==> src/rtl/pipe_stage_regs_if.sv <==
// -----------------------------------------------------------------------------
// pipe_stage_regs_if
// Bundle of every signal exchanged between the pipeline register chain and the
// surrounding datapath/controller of the 5-stage MIPS core.
//   master : datapath/controller side (drives stage inputs, reads stage regs)
//   slave  : pipe_stage_regs (reads stage inputs, drives stage regs)
// Parameters: DW = datapath/instruction width, RW = register index width.
// Optional: PIPE_PERF_EN adds stall_cnt / flush_cnt / bubble_cnt.
// -----------------------------------------------------------------------------
interface pipe_stage_regs_if #(
  parameter int DW = 32,
  parameter int RW = 5
);
  // controller commands
  logic          IF_ID_Write;
  logic          IF_Flush;
  logic          ChSel;

  // IF stage
  logic [DW-1:0] if_inst;
  logic [DW-1:0] if_pc4;
  logic [DW-1:0] IF_ID_Inst;
  logic [DW-1:0] IF_ID_PC4;

  // ID stage
  logic          ALUSrc;
  logic          RegDst;
  logic          MemWrite;
  logic          MemRead;
  logic          MemToReg;
  logic          RegWrite;
  logic [2:0]    ALUOperation;
  logic [DW-1:0] id_rd1;
  logic [DW-1:0] id_rd2;
  logic [DW-1:0] id_imm;
  logic [RW-1:0] Rs;
  logic [RW-1:0] Rt;
  logic [RW-1:0] Rd;

  logic          ID_EX_ALUSrc;
  logic          ID_EX_RegDst;
  logic          ID_EX_MemWrite;
  logic          ID_EX_MemRead;
  logic          ID_EX_MemToReg;
  logic          ID_EX_RegWrite;
  logic [2:0]    ID_EX_ALUOperation;
  logic [DW-1:0] ID_EX_rd1;
  logic [DW-1:0] ID_EX_rd2;
  logic [DW-1:0] ID_EX_imm;
  logic [RW-1:0] ID_EX_Rs;
  logic [RW-1:0] ID_EX_Rt;
  logic [RW-1:0] ID_EX_Rd;

  // EX stage
  logic [DW-1:0] ex_alu_res;
  logic [DW-1:0] ex_wdata;
  logic [RW-1:0] ex_wreg;

  logic          EX_MEM_RegWrite;
  logic          EX_MEM_MemRead;
  logic          EX_MEM_MemWrite;
  logic          EX_MEM_MemToReg;
  logic [RW-1:0] EX_MEM_Rd;
  logic [DW-1:0] EX_MEM_ALURes;
  logic [DW-1:0] EX_MEM_WData;

  // MEM stage
  logic [DW-1:0] mem_rdata;

  logic          MEM_WB_RegWrite;
  logic          MEM_WB_MemToReg;
  logic [RW-1:0] MEM_WB_Rd;
  logic [DW-1:0] MEM_WB_ALURes;
  logic [DW-1:0] MEM_WB_RData;

`ifdef PIPE_PERF_EN
  logic [31:0]   stall_cnt;
  logic [31:0]   flush_cnt;
  logic [31:0]   bubble_cnt;
`endif

  modport master (
    output IF_ID_Write, IF_Flush, ChSel,
    output if_inst, if_pc4,
    output ALUSrc, RegDst, MemWrite, MemRead, MemToReg, RegWrite, ALUOperation,
    output id_rd1, id_rd2, id_imm, Rs, Rt, Rd,
    output ex_alu_res, ex_wdata, ex_wreg,
    output mem_rdata,
    input  IF_ID_Inst, IF_ID_PC4,
    input  ID_EX_ALUSrc, ID_EX_RegDst, ID_EX_MemWrite, ID_EX_MemRead,
    input  ID_EX_MemToReg, ID_EX_RegWrite, ID_EX_ALUOperation,
    input  ID_EX_rd1, ID_EX_rd2, ID_EX_imm, ID_EX_Rs, ID_EX_Rt, ID_EX_Rd,
    input  EX_MEM_RegWrite, EX_MEM_MemRead, EX_MEM_MemWrite, EX_MEM_MemToReg,
    input  EX_MEM_Rd, EX_MEM_ALURes, EX_MEM_WData,
`ifdef PIPE_PERF_EN
    input  stall_cnt, flush_cnt, bubble_cnt,
`endif
    input  MEM_WB_RegWrite, MEM_WB_MemToReg, MEM_WB_Rd, MEM_WB_ALURes, MEM_WB_RData
  );

  modport slave (
    input  IF_ID_Write, IF_Flush, ChSel,
    input  if_inst, if_pc4,
    input  ALUSrc, RegDst, MemWrite, MemRead, MemToReg, RegWrite, ALUOperation,
    input  id_rd1, id_rd2, id_imm, Rs, Rt, Rd,
    input  ex_alu_res, ex_wdata, ex_wreg,
    input  mem_rdata,
    output IF_ID_Inst, IF_ID_PC4,
    output ID_EX_ALUSrc, ID_EX_RegDst, ID_EX_MemWrite, ID_EX_MemRead,
    output ID_EX_MemToReg, ID_EX_RegWrite, ID_EX_ALUOperation,
    output ID_EX_rd1, ID_EX_rd2, ID_EX_imm, ID_EX_Rs, ID_EX_Rt, ID_EX_Rd,
    output EX_MEM_RegWrite, EX_MEM_MemRead, EX_MEM_MemWrite, EX_MEM_MemToReg,
    output EX_MEM_Rd, EX_MEM_ALURes, EX_MEM_WData,
`ifdef PIPE_PERF_EN
    output stall_cnt, flush_cnt, bubble_cnt,
`endif
    output MEM_WB_RegWrite, MEM_WB_MemToReg, MEM_WB_Rd, MEM_WB_ALURes, MEM_WB_RData
  );
endinterface

==> src/rtl/pipe_stage_regs.sv <==
// -----------------------------------------------------------------------------
// pipe_stage_regs
// IF/ID, ID/EX, EX/MEM and MEM/WB pipeline registers of the 5-stage MIPS core.
// The controller commands stall (IF_ID_Write=0), flush (IF_Flush) and bubble
// (ChSel); this block only holds state.
// Ports:
//   clk  : rising-edge clock
//   rst  : synchronous active-high reset, clears every stage register
//   bus  : pipe_stage_regs_if.slave, all stage inputs and registered outputs
// Optional: define PIPE_PERF_EN to add 32-bit wrapping stall/flush/bubble
// event counters on the interface.
// -----------------------------------------------------------------------------
module pipe_stage_regs #(
  parameter int DW = 32,
  parameter int RW = 5
) (
  input logic              clk,
  input logic              rst,
  pipe_stage_regs_if.slave bus
);

  // IF/ID
  logic [DW-1:0] if_id_inst_q;
  logic [DW-1:0] if_id_pc4_q;

  // ID/EX
  logic          id_ex_alusrc_q;
  logic          id_ex_regdst_q;
  logic          id_ex_memwrite_q;
  logic          id_ex_memread_q;
  logic          id_ex_memtoreg_q;
  logic          id_ex_regwrite_q;
  logic [2:0]    id_ex_aluop_q;
  logic [DW-1:0] id_ex_rd1_q;
  logic [DW-1:0] id_ex_rd2_q;
  logic [DW-1:0] id_ex_imm_q;
  logic [RW-1:0] id_ex_rs_q;
  logic [RW-1:0] id_ex_rt_q;
  logic [RW-1:0] id_ex_rd_q;

  // EX/MEM
  logic          ex_mem_regwrite_q;
  logic          ex_mem_memread_q;
  logic          ex_mem_memwrite_q;
  logic          ex_mem_memtoreg_q;
  logic [RW-1:0] ex_mem_rd_q;
  logic [DW-1:0] ex_mem_alures_q;
  logic [DW-1:0] ex_mem_wdata_q;

  // MEM/WB
  logic          mem_wb_regwrite_q;
  logic          mem_wb_memtoreg_q;
  logic [RW-1:0] mem_wb_rd_q;
  logic [DW-1:0] mem_wb_alures_q;
  logic [DW-1:0] mem_wb_rdata_q;

  // flush beats hold
  always_ff @(posedge clk) begin
    if (rst) begin
      if_id_inst_q <= '0;
      if_id_pc4_q  <= '0;
    end else if (bus.IF_Flush) begin
      if_id_inst_q <= '0;
      if_id_pc4_q  <= '0;
    end else if (bus.IF_ID_Write) begin
      if_id_inst_q <= bus.if_inst;
      if_id_pc4_q  <= bus.if_pc4;
    end
  end

  // a bubble zeroes only the control bits; data and indices keep flowing so
  // the hazard unit still sees valid Rs/Rt
  always_ff @(posedge clk) begin
    if (rst) begin
      id_ex_alusrc_q   <= 1'b0;
      id_ex_regdst_q   <= 1'b0;
      id_ex_memwrite_q <= 1'b0;
      id_ex_memread_q  <= 1'b0;
      id_ex_memtoreg_q <= 1'b0;
      id_ex_regwrite_q <= 1'b0;
      id_ex_aluop_q    <= '0;
      id_ex_rd1_q      <= '0;
      id_ex_rd2_q      <= '0;
      id_ex_imm_q      <= '0;
      id_ex_rs_q       <= '0;
      id_ex_rt_q       <= '0;
      id_ex_rd_q       <= '0;
    end else begin
      if (bus.ChSel) begin
        id_ex_alusrc_q   <= 1'b0;
        id_ex_regdst_q   <= 1'b0;
        id_ex_memwrite_q <= 1'b0;
        id_ex_memread_q  <= 1'b0;
        id_ex_memtoreg_q <= 1'b0;
        id_ex_regwrite_q <= 1'b0;
        id_ex_aluop_q    <= '0;
      end else begin
        id_ex_alusrc_q   <= bus.ALUSrc;
        id_ex_regdst_q   <= bus.RegDst;
        id_ex_memwrite_q <= bus.MemWrite;
        id_ex_memread_q  <= bus.MemRead;
        id_ex_memtoreg_q <= bus.MemToReg;
        id_ex_regwrite_q <= bus.RegWrite;
        id_ex_aluop_q    <= bus.ALUOperation;
      end
      id_ex_rd1_q <= bus.id_rd1;
      id_ex_rd2_q <= bus.id_rd2;
      id_ex_imm_q <= bus.id_imm;
      id_ex_rs_q  <= bus.Rs;
      id_ex_rt_q  <= bus.Rt;
      id_ex_rd_q  <= bus.Rd;
    end
  end

  // writes to $0 are dropped here so they never reach the forwarding compare
  always_ff @(posedge clk) begin
    if (rst) begin
      ex_mem_regwrite_q <= 1'b0;
      ex_mem_memread_q  <= 1'b0;
      ex_mem_memwrite_q <= 1'b0;
      ex_mem_memtoreg_q <= 1'b0;
      ex_mem_rd_q       <= '0;
      ex_mem_alures_q   <= '0;
      ex_mem_wdata_q    <= '0;
    end else begin
      ex_mem_regwrite_q <= id_ex_regwrite_q & (bus.ex_wreg != '0);
      ex_mem_memread_q  <= id_ex_memread_q;
      ex_mem_memwrite_q <= id_ex_memwrite_q;
      ex_mem_memtoreg_q <= id_ex_memtoreg_q;
      ex_mem_rd_q       <= bus.ex_wreg;
      ex_mem_alures_q   <= bus.ex_alu_res;
      ex_mem_wdata_q    <= bus.ex_wdata;
    end
  end

  always_ff @(posedge clk) begin
    if (rst) begin
      mem_wb_regwrite_q <= 1'b0;
      mem_wb_memtoreg_q <= 1'b0;
      mem_wb_rd_q       <= '0;
      mem_wb_alures_q   <= '0;
      mem_wb_rdata_q    <= '0;
    end else begin
      mem_wb_regwrite_q <= ex_mem_regwrite_q;
      mem_wb_memtoreg_q <= ex_mem_memtoreg_q;
      mem_wb_rd_q       <= ex_mem_rd_q;
      mem_wb_alures_q   <= ex_mem_alures_q;
      mem_wb_rdata_q    <= bus.mem_rdata;
    end
  end

  assign bus.IF_ID_Inst         = if_id_inst_q;
  assign bus.IF_ID_PC4          = if_id_pc4_q;
  assign bus.ID_EX_ALUSrc       = id_ex_alusrc_q;
  assign bus.ID_EX_RegDst       = id_ex_regdst_q;
  assign bus.ID_EX_MemWrite     = id_ex_memwrite_q;
  assign bus.ID_EX_MemRead      = id_ex_memread_q;
  assign bus.ID_EX_MemToReg     = id_ex_memtoreg_q;
  assign bus.ID_EX_RegWrite     = id_ex_regwrite_q;
  assign bus.ID_EX_ALUOperation = id_ex_aluop_q;
  assign bus.ID_EX_rd1          = id_ex_rd1_q;
  assign bus.ID_EX_rd2          = id_ex_rd2_q;
  assign bus.ID_EX_imm          = id_ex_imm_q;
  assign bus.ID_EX_Rs           = id_ex_rs_q;
  assign bus.ID_EX_Rt           = id_ex_rt_q;
  assign bus.ID_EX_Rd           = id_ex_rd_q;
  assign bus.EX_MEM_RegWrite    = ex_mem_regwrite_q;
  assign bus.EX_MEM_MemRead     = ex_mem_memread_q;
  assign bus.EX_MEM_MemWrite    = ex_mem_memwrite_q;
  assign bus.EX_MEM_MemToReg    = ex_mem_memtoreg_q;
  assign bus.EX_MEM_Rd          = ex_mem_rd_q;
  assign bus.EX_MEM_ALURes      = ex_mem_alures_q;
  assign bus.EX_MEM_WData       = ex_mem_wdata_q;
  assign bus.MEM_WB_RegWrite    = mem_wb_regwrite_q;
  assign bus.MEM_WB_MemToReg    = mem_wb_memtoreg_q;
  assign bus.MEM_WB_Rd          = mem_wb_rd_q;
  assign bus.MEM_WB_ALURes      = mem_wb_alures_q;
  assign bus.MEM_WB_RData       = mem_wb_rdata_q;

`ifdef PIPE_PERF_EN
  logic [31:0] stall_cnt_q;
  logic [31:0] flush_cnt_q;
  logic [31:0] bubble_cnt_q;

  // a flushed cycle is not a stall even if IF_ID_Write is low
  always_ff @(posedge clk) begin
    if (rst) begin
      stall_cnt_q  <= '0;
      flush_cnt_q  <= '0;
      bubble_cnt_q <= '0;
    end else begin
      if (!bus.IF_ID_Write && !bus.IF_Flush) stall_cnt_q <= stall_cnt_q + 32'd1;
      if (bus.IF_Flush)                      flush_cnt_q <= flush_cnt_q + 32'd1;
      if (bus.ChSel)                         bubble_cnt_q <= bubble_cnt_q + 32'd1;
    end
  end

  assign bus.stall_cnt  = stall_cnt_q;
  assign bus.flush_cnt  = flush_cnt_q;
  assign bus.bubble_cnt = bubble_cnt_q;
`endif

endmodule
==> src/flat_wrapper.sv <==
// flat-port wrapper written by rule: the top's interface ports become plain ports
module pipe_stage_regs_flat 
#(
  parameter int DW = 32,
  parameter int RW = 5
)
  (clk, rst, bus_IF_ID_Write, bus_IF_Flush, bus_ChSel, bus_if_inst, bus_if_pc4, bus_ALUSrc, bus_RegDst, bus_MemWrite, bus_MemRead, bus_MemToReg, bus_RegWrite, bus_ALUOperation, bus_id_rd1, bus_id_rd2, bus_id_imm, bus_Rs, bus_Rt, bus_Rd, bus_ex_alu_res, bus_ex_wdata, bus_ex_wreg, bus_mem_rdata, bus_IF_ID_Inst, bus_IF_ID_PC4, bus_ID_EX_ALUSrc, bus_ID_EX_RegDst, bus_ID_EX_MemWrite, bus_ID_EX_MemRead, bus_ID_EX_MemToReg, bus_ID_EX_RegWrite, bus_ID_EX_ALUOperation, bus_ID_EX_rd1, bus_ID_EX_rd2, bus_ID_EX_imm, bus_ID_EX_Rs, bus_ID_EX_Rt, bus_ID_EX_Rd, bus_EX_MEM_RegWrite, bus_EX_MEM_MemRead, bus_EX_MEM_MemWrite, bus_EX_MEM_MemToReg, bus_EX_MEM_Rd, bus_EX_MEM_ALURes, bus_EX_MEM_WData, bus_MEM_WB_RegWrite, bus_MEM_WB_MemToReg, bus_MEM_WB_Rd, bus_MEM_WB_ALURes, bus_MEM_WB_RData);
  pipe_stage_regs_if #(.DW(DW), .RW(RW)) bus_i ();
  input logic clk;
  input logic rst;
  input wire logic [$bits(bus_i.IF_ID_Write)-1:0] bus_IF_ID_Write;
  input wire logic [$bits(bus_i.IF_Flush)-1:0] bus_IF_Flush;
  input wire logic [$bits(bus_i.ChSel)-1:0] bus_ChSel;
  input wire logic [$bits(bus_i.if_inst)-1:0] bus_if_inst;
  input wire logic [$bits(bus_i.if_pc4)-1:0] bus_if_pc4;
  input wire logic [$bits(bus_i.ALUSrc)-1:0] bus_ALUSrc;
  input wire logic [$bits(bus_i.RegDst)-1:0] bus_RegDst;
  input wire logic [$bits(bus_i.MemWrite)-1:0] bus_MemWrite;
  input wire logic [$bits(bus_i.MemRead)-1:0] bus_MemRead;
  input wire logic [$bits(bus_i.MemToReg)-1:0] bus_MemToReg;
  input wire logic [$bits(bus_i.RegWrite)-1:0] bus_RegWrite;
  input wire logic [$bits(bus_i.ALUOperation)-1:0] bus_ALUOperation;
  input wire logic [$bits(bus_i.id_rd1)-1:0] bus_id_rd1;
  input wire logic [$bits(bus_i.id_rd2)-1:0] bus_id_rd2;
  input wire logic [$bits(bus_i.id_imm)-1:0] bus_id_imm;
  input wire logic [$bits(bus_i.Rs)-1:0] bus_Rs;
  input wire logic [$bits(bus_i.Rt)-1:0] bus_Rt;
  input wire logic [$bits(bus_i.Rd)-1:0] bus_Rd;
  input wire logic [$bits(bus_i.ex_alu_res)-1:0] bus_ex_alu_res;
  input wire logic [$bits(bus_i.ex_wdata)-1:0] bus_ex_wdata;
  input wire logic [$bits(bus_i.ex_wreg)-1:0] bus_ex_wreg;
  input wire logic [$bits(bus_i.mem_rdata)-1:0] bus_mem_rdata;
  output wire logic [$bits(bus_i.IF_ID_Inst)-1:0] bus_IF_ID_Inst;
  output wire logic [$bits(bus_i.IF_ID_PC4)-1:0] bus_IF_ID_PC4;
  output wire logic [$bits(bus_i.ID_EX_ALUSrc)-1:0] bus_ID_EX_ALUSrc;
  output wire logic [$bits(bus_i.ID_EX_RegDst)-1:0] bus_ID_EX_RegDst;
  output wire logic [$bits(bus_i.ID_EX_MemWrite)-1:0] bus_ID_EX_MemWrite;
  output wire logic [$bits(bus_i.ID_EX_MemRead)-1:0] bus_ID_EX_MemRead;
  output wire logic [$bits(bus_i.ID_EX_MemToReg)-1:0] bus_ID_EX_MemToReg;
  output wire logic [$bits(bus_i.ID_EX_RegWrite)-1:0] bus_ID_EX_RegWrite;
  output wire logic [$bits(bus_i.ID_EX_ALUOperation)-1:0] bus_ID_EX_ALUOperation;
  output wire logic [$bits(bus_i.ID_EX_rd1)-1:0] bus_ID_EX_rd1;
  output wire logic [$bits(bus_i.ID_EX_rd2)-1:0] bus_ID_EX_rd2;
  output wire logic [$bits(bus_i.ID_EX_imm)-1:0] bus_ID_EX_imm;
  output wire logic [$bits(bus_i.ID_EX_Rs)-1:0] bus_ID_EX_Rs;
  output wire logic [$bits(bus_i.ID_EX_Rt)-1:0] bus_ID_EX_Rt;
  output wire logic [$bits(bus_i.ID_EX_Rd)-1:0] bus_ID_EX_Rd;
  output wire logic [$bits(bus_i.EX_MEM_RegWrite)-1:0] bus_EX_MEM_RegWrite;
  output wire logic [$bits(bus_i.EX_MEM_MemRead)-1:0] bus_EX_MEM_MemRead;
  output wire logic [$bits(bus_i.EX_MEM_MemWrite)-1:0] bus_EX_MEM_MemWrite;
  output wire logic [$bits(bus_i.EX_MEM_MemToReg)-1:0] bus_EX_MEM_MemToReg;
  output wire logic [$bits(bus_i.EX_MEM_Rd)-1:0] bus_EX_MEM_Rd;
  output wire logic [$bits(bus_i.EX_MEM_ALURes)-1:0] bus_EX_MEM_ALURes;
  output wire logic [$bits(bus_i.EX_MEM_WData)-1:0] bus_EX_MEM_WData;
  output wire logic [$bits(bus_i.MEM_WB_RegWrite)-1:0] bus_MEM_WB_RegWrite;
  output wire logic [$bits(bus_i.MEM_WB_MemToReg)-1:0] bus_MEM_WB_MemToReg;
  output wire logic [$bits(bus_i.MEM_WB_Rd)-1:0] bus_MEM_WB_Rd;
  output wire logic [$bits(bus_i.MEM_WB_ALURes)-1:0] bus_MEM_WB_ALURes;
  output wire logic [$bits(bus_i.MEM_WB_RData)-1:0] bus_MEM_WB_RData;
  assign bus_i.IF_ID_Write = bus_IF_ID_Write;
  assign bus_i.IF_Flush = bus_IF_Flush;
  assign bus_i.ChSel = bus_ChSel;
  assign bus_i.if_inst = bus_if_inst;
  assign bus_i.if_pc4 = bus_if_pc4;
  assign bus_i.ALUSrc = bus_ALUSrc;
  assign bus_i.RegDst = bus_RegDst;
  assign bus_i.MemWrite = bus_MemWrite;
  assign bus_i.MemRead = bus_MemRead;
  assign bus_i.MemToReg = bus_MemToReg;
  assign bus_i.RegWrite = bus_RegWrite;
  assign bus_i.ALUOperation = bus_ALUOperation;
  assign bus_i.id_rd1 = bus_id_rd1;
  assign bus_i.id_rd2 = bus_id_rd2;
  assign bus_i.id_imm = bus_id_imm;
  assign bus_i.Rs = bus_Rs;
  assign bus_i.Rt = bus_Rt;
  assign bus_i.Rd = bus_Rd;
  assign bus_i.ex_alu_res = bus_ex_alu_res;
  assign bus_i.ex_wdata = bus_ex_wdata;
  assign bus_i.ex_wreg = bus_ex_wreg;
  assign bus_i.mem_rdata = bus_mem_rdata;
  assign bus_IF_ID_Inst = bus_i.IF_ID_Inst;
  assign bus_IF_ID_PC4 = bus_i.IF_ID_PC4;
  assign bus_ID_EX_ALUSrc = bus_i.ID_EX_ALUSrc;
  assign bus_ID_EX_RegDst = bus_i.ID_EX_RegDst;
  assign bus_ID_EX_MemWrite = bus_i.ID_EX_MemWrite;
  assign bus_ID_EX_MemRead = bus_i.ID_EX_MemRead;
  assign bus_ID_EX_MemToReg = bus_i.ID_EX_MemToReg;
  assign bus_ID_EX_RegWrite = bus_i.ID_EX_RegWrite;
  assign bus_ID_EX_ALUOperation = bus_i.ID_EX_ALUOperation;
  assign bus_ID_EX_rd1 = bus_i.ID_EX_rd1;
  assign bus_ID_EX_rd2 = bus_i.ID_EX_rd2;
  assign bus_ID_EX_imm = bus_i.ID_EX_imm;
  assign bus_ID_EX_Rs = bus_i.ID_EX_Rs;
  assign bus_ID_EX_Rt = bus_i.ID_EX_Rt;
  assign bus_ID_EX_Rd = bus_i.ID_EX_Rd;
  assign bus_EX_MEM_RegWrite = bus_i.EX_MEM_RegWrite;
  assign bus_EX_MEM_MemRead = bus_i.EX_MEM_MemRead;
  assign bus_EX_MEM_MemWrite = bus_i.EX_MEM_MemWrite;
  assign bus_EX_MEM_MemToReg = bus_i.EX_MEM_MemToReg;
  assign bus_EX_MEM_Rd = bus_i.EX_MEM_Rd;
  assign bus_EX_MEM_ALURes = bus_i.EX_MEM_ALURes;
  assign bus_EX_MEM_WData = bus_i.EX_MEM_WData;
  assign bus_MEM_WB_RegWrite = bus_i.MEM_WB_RegWrite;
  assign bus_MEM_WB_MemToReg = bus_i.MEM_WB_MemToReg;
  assign bus_MEM_WB_Rd = bus_i.MEM_WB_Rd;
  assign bus_MEM_WB_ALURes = bus_i.MEM_WB_ALURes;
  assign bus_MEM_WB_RData = bus_i.MEM_WB_RData;
  pipe_stage_regs #(.DW(DW), .RW(RW)) u_core (.clk(clk), .rst(rst), .bus(bus_i));
endmodule
==> config.mk <==
export PLATFORM = sky130hd
export DESIGN_NAME = pipe_stage_regs_flat
export DESIGN_NICKNAME = d
export VERILOG_FILES = /design/src/rtl/pipe_stage_regs_if.sv /design/src/rtl/pipe_stage_regs.sv /design/src/flat_wrapper.sv
export SDC_FILE = /design/constraint.sdc
export NUM_CORES = 1
export LEC_CHECK = 0
export ABC_AREA = 1
export BUFFER_PORTS_ARGS = -buffer_cell sky130_fd_sc_hd__buf_2
export CAP_MARGIN = 20
export CORE_AREA = 2 2 238 240
export CTS_CLUSTER_DIAMETER = 60
export DETAILED_ROUTE_END_ITERATION = 10
export DIE_AREA = 0 0 240 242
export PLACE_DENSITY = 0.42
export SYNTH_ARGS = -nofsm -noshare
export SYNTH_HDL_FRONTEND = slang
export SYNTH_SLANG_ARGS = --single-unit
==> constraint.sdc <==
create_clock -name clk -period 2.15 [get_ports clk]
set_clock_uncertainty 0.2 [all_clocks]
set_input_delay 0.1075 -clock clk [delete_from_list [all_inputs] [get_ports clk]]
set_output_delay 0.1075 -clock clk [all_outputs]
set_load 0.1 [all_outputs]
[Word-level counts from Yosys, hierarchy flattened]
Cells that the tools add are included.
Storage, ports and cells
  bits in registers: 328
  input port bits: 290
  output and inout bits: 328
  logic and storage cells: 31
Cells by class
  bitwise gates (word level): 1
  reduce and logical (&&, ||, !) cells: 3
Operator list (number)
  5-bit nonzero test: 1
  2-bit OR reduction: 2
  1-bit bitwise AND: 1

[Depth between registers and ports, before layout]
  word-level depth: 2
  gate-level depth with buffers: 4
  depth with buffers taken out: 4

[Worst setup path before layout]
No wires, ideal clock.
  path type: register to register
  start: register u_core.id_ex_regwrite_q, in the netlist u_core.bus.ID_EX_RegWrite
  end: register u_core.ex_mem_regwrite_q, in the netlist u_core.bus.EX_MEM_RegWrite
  setup time: 0.056 ns
  data arrival time: 1.202 ns
  required time: 1.894 ns
  setup slack: 0.693 ns
  stages on the path, launching flop included: 5
  path buffers: 0
  period minus slack after synthesis: 1.457 ns
  path through: dfxtp_1 inv_1 nor2_1 nand2_1 inv_1
Between the ends
  longest elaborated chain between the ends: 1
Ends and longest elaborated chain
  start, declared: line pipe_stage_regs.sv:32  | logic id_ex_regwrite_q;
  start signal, assigned: line pipe_stage_regs.sv:103  | id_ex_regwrite_q <= bus.RegWrite;
  1-bit bitwise AND: line pipe_stage_regs.sv:126  | ex_mem_regwrite_q <= id_ex_regwrite_q & (bus.ex_wreg != '0);
  end signal, assigned: line pipe_stage_regs.sv:126
  end, declared: line pipe_stage_regs.sv:42  | logic ex_mem_regwrite_q;
Every way passes these cells.
A chain may end at the register's enable or synchronous reset.

[Worst setup path in the final report]
  start: input port rst
  end: register u_core.if_id_inst_q[17], in the netlist u_core.bus.IF_ID_Inst[17]
Between the ends
  longest elaborated chain between the ends: 1
Ends and longest elaborated chain
  start, declared: line flat_wrapper.sv:10  | input logic rst;
  2-bit OR reduction (no line)
  end signal, assigned: line pipe_stage_regs.sv:66  | if_id_inst_q <= bus.if_inst;
  end, declared: line pipe_stage_regs.sv:23  | logic [DW-1:0] if_id_inst_q;
Every way passes these cells.

==> out/results.md <==
| Stage | Item | Reported |
| --- | --- | --- |
| clock tree | TritonCTS clock tree | yes |
| clock tree | CTS root buf | clkbuf_16 |
| sta | Clock period minus worst slack | 2.052 ns |
| setup path | Worst r2r path cells | 3 |
| clock tree | Maximum clock insertion buffer count | 3 |
| synthesis | Average cell area after synthesis | 8.741 µm² |
| placement | Inst Count DP | 2438 |
| clock tree | Setup repair bufs after CTS | 0 |
| synthesis | Post-synth top flop | dfxtp_1 |
| synthesis | Distinct cells, synth | 13 |
| run status | Result of the run | complete, no violations |
| grt | Antenna violations before repair | 4 |
| sta | Achievable frequency | 487.4 MHz |
| sta | Hold Slack | 0.09391 ns |
| grt | GR Overflow Total | 0 |
| floorplanning | Number of standard-cell rows in the floorplan | 87 |
| setup path | Required time reported for the critical path endpoint | 2.42 ns |
| synthesis | Synth async-reset ratio | 0 |
| setup path | Critical path launch point | rst |
| routing | Number of remaining DRC errors | 0 |
| sta | Worst Tran Pin Value | 0.6629 ns |
| setup path | Destination of the critical timing path | u_core.bus.IF_ID_Inst[17] |
| floorplanning | Number of ports placed on the die boundary | 618 |
| clock tree | Clock buffer count from CTS | 39 |
| grt | Maximum number of pins on one net before global-route repair | 93 |
| setup path | R2r setup slk | 0.76 ns |
| clock tree | Clock-pin slew reported for the worst setup and hold paths after clock tree synthesis | 0.06 ns |
| setup path | Critical Path AT | 2.32 ns |
| sta | Worst slew margin relative to its limit | 0.5581 |
| floorplanning | Die Ht | 242 µm |
| synthesis | Top cell type's share of synthesized area | 0.6798 |
| synthesis | Syn Inst Count | 1105 |
| placement | Total half-perimeter wirelength after legalization and detailed placement | 26.19 mm |
| synthesis | EDFF count, synth | 0 |
| synthesis | Net Count, Synth | 1395 |
| synthesis | Most used standard cell by instance count after synthesis | dfxtp_1 |
| routing | Violation count after the first detailed-route iteration | 226 |
| synthesis | Synthesized area | 9659 µm² |
| power and ir drop | Peak ir drop on the vdd network | 0.0004882 V |
| cells and area | Ratio of cells with drive above 1 in the final layout | 0.3206 |
| setup path | Source of the worst register-to-register timing path | u_core.bus.IF_ID_Inst[11] |
| clock tree | CTS Hold Bufs | 398 |
| clock tree | Post-cts sizing count | 0 |
| floorplanning | Core box area | 55730 µm² |
| routing | Number of iterations in the first detailed-routing pass | 4 |
| grt | Number of global-route vias before repair | 10900 |
| floorplanning | Die boundary width | 240 µm |
| sta | Final Max Tran Viols | 0 |
| floorplanning | Total die area | 58080 µm² |
| sta | Setup repair after global routing missed its margin | no |
| routing | Via count | 10300 |
| min path | Classification of the worst-slack hold path | in -> reg |
| sta | Final number of setup-violating endpoints | 0 |
| sta | Part of the cycle the worst path needs | 0.9544 |
| cells and area | Layout Nets | 2411 |
| routing | Via/cell ratio | 3.542 |
| power and ir drop | Overall power consumption | 16.80 mW |
| cells and area | Final std cells w/o fill | 2907 |
| grt | Wire length of the first global-routing pass | 56.98 mm |
| floorplanning | Starting density of the core | 0.1733 |
| synthesis | Leading post-synthesis cells by instance count | dfxtp_1, nor2_1, inv_1 |
| cells and area | P&R area growth vs syn | 95.06% |
| synthesis | Post-synthesis cell type with the largest combined area | dfxtp_1 |
| synthesis | Synthesized flop and latch total | 328 |
| power and ir drop | Total power divided by cell area | 891.6 nW/µm² |
| sta | Final hold vios | 0 |
| synthesis | Cell types with the largest area share after synthesis | dfxtp_1, nor2_1, inv_1 |
| setup path | Crit-path max FO | 64 |
| setup path | Worst setup path class | in -> reg |
| placement | Final GP Congestion | 0.7892 |
| grt | Overall Global Routing Usage | 0.1247 |
| routing | Detailed-route wire length | 37.62 mm |
| synthesis | Post-synthesis sequential area ratio | 0.6798 |
| routing | Number of antenna-violating nets in the routed design | 0 |
| clock tree | Clock tree sinks | 328 |
| setup path | Destination of the worst register-to-register timing path | u_core.bus.IF_ID_Inst[11] |
| sta | Total negative slack for setup checks | 0 ns |
| routing | Wire per inst | 12.94 µm |
| clock tree | H-Tree Level Count | 2 |
| clock tree | Later-pin clock latency in the skew report | 0.54 ns |
| power and ir drop | Leakage dissipation | 10.15 nW |
| run | Reported max-cap violation count | 0 |
| synthesis | Synthesis Warnings | 0 |
| placement | Input/output buffers | 617 |
| cells and area | Filler cell count in the final layout | 5849 |
| setup path | CP Capture Type | flip-flop |
| setup path | Type of origin of the critical path | input port |
## state kept, by name, indices dropped and copies added (netlist names), 3 cells and up
register / count
u_core.bus.MEM_WB_RData: 32
u_core.bus.ID_EX_Rt: 5
u_core.bus.EX_MEM_Rd: 5
u_core.bus.ID_EX_Rs: 5
u_core.bus.EX_MEM_ALURes: 32
u_core.bus.ID_EX_rd2: 32
u_core.bus.IF_ID_PC4: 32
u_core.bus.EX_MEM_WData: 32
u_core.bus.ID_EX_ALUOperation: 3
u_core.bus.MEM_WB_ALURes: 32
u_core.bus.MEM_WB_Rd: 5
u_core.bus.IF_ID_Inst: 32
u_core.bus.ID_EX_rd1: 32
u_core.bus.ID_EX_Rd: 5
u_core.bus.ID_EX_imm: 32
## cells in the final DEF, fill, tap and decap left out
cell           netlist  final
nor2_1             266    266
bufinv_16            0      3
a21oi_1             64     64
clkbuf_1             9      9
nand2_1            129    129
inv_8                0      2
inv_1              265    265
inv_6                0      2
nand3_1              1      1
diode_2              0      2
inv_2                1      1
or2_2                1      2
clkinv_2             0      3
buf_12               0      4
clkinvlp_4           0      2
dfxtp_1            328    328
buf_2               33    616
clkbuf_16            0     40
dlygate4sd3_1        0    398
buf_4                1      5
clkbuf_8             0      8
clkinv_8             0      1
## per-stage QoR
| stage | worst slack (ns) | util | cell area, µm² |
|---|---|---|---|
| 4_1_cts | 0.1817 | 0.3380 | 18840 |
| 5_1_grt | 0.04843 | 0.3381 | 18840 |
| 6_report | 0.09809 | 0.3381 | 18840 |
| 3_5_place_dp | 0.6987 | 0.2430 | 13550 |
| 2_1_floorplan | 0.6927 | - | 9659 |
| 3_3_place_gp | 0.7265 | 0.2430 | 13550 |
## final cells by class
type | count | area [µm²] | area share
repair buffers | 1024 | 7198 | 0.3820
flip-flops and latches | 328 | 6566 | 0.3485
multi-input cells | 462 | 1821 | 0.09662
clock buffers | 56 | 1131 | 0.06003
inverters | 266 | 998.5 | 0.05299
well taps | 756 | 945.9 | 0.05020
clock inverters | 13 | 176.4 | 0.009363
diodes | 2 | 5.005 | 0.0002656
## report_power, final
group          switching, mW  internal (mW)
logic                   2.72          0.944
registers             0.0926           6.37
clock network           2.63           4.05
## critical path, stage by stage
cell and delay [ns]:
dlygate4sd3_1 0.56, clkbuf_8 0.28, or2_2 0.38, buf_12 0.20, a21oi_1 0.17, dlygate4sd3_1 0.57
## kinds of logic (layout without fill, tap and decap cells)
family,after synthesis,after routing,synth area share
buffers and inverters,315,1359,0.1317
flip-flops,328,328,0.6798
AND/OR/NAND/NOR,398,398,0.1553
other,0,2,0
AO/OA/AOI/OAI,64,64,0.03316
## how the worst min path moves through the flow
stage	startpoint	endpoint	slack, ns	cells after the start
3_5_place_dp	bus_id_imm[19]	u_core.bus.ID_EX_imm[19]	0.11	3
4_1_cts	bus_id_imm[19]	u_core.bus.ID_EX_imm[19]	0.05	4
2_1_floorplan	bus_ex_alu_res[0]	u_core.bus.EX_MEM_ALURes[0]	0.01	2
6_report	bus_id_imm[19]	u_core.bus.ID_EX_imm[19]	0.09	4
5_1_grt	bus_ex_alu_res[10]	u_core.bus.EX_MEM_ALURes[10]	0.09	4
3_3_place_gp	bus_mem_rdata[8]	u_core.bus.MEM_WB_RData[8]	0.11	3
## metal layers
metal | global-route usage | part of all wire | vias up
met5 | 0 | 0.00035 | -
met3 | 0.05162 | 0.097 | 76
li1 | - | - | 5151
met4 | 0.04567 | 0.031 | 2
met2 | 0.2251 | 0.50 | 399
met1 | 0.1276 | 0.38 | 4670
(Power assumes the default switching activity.)
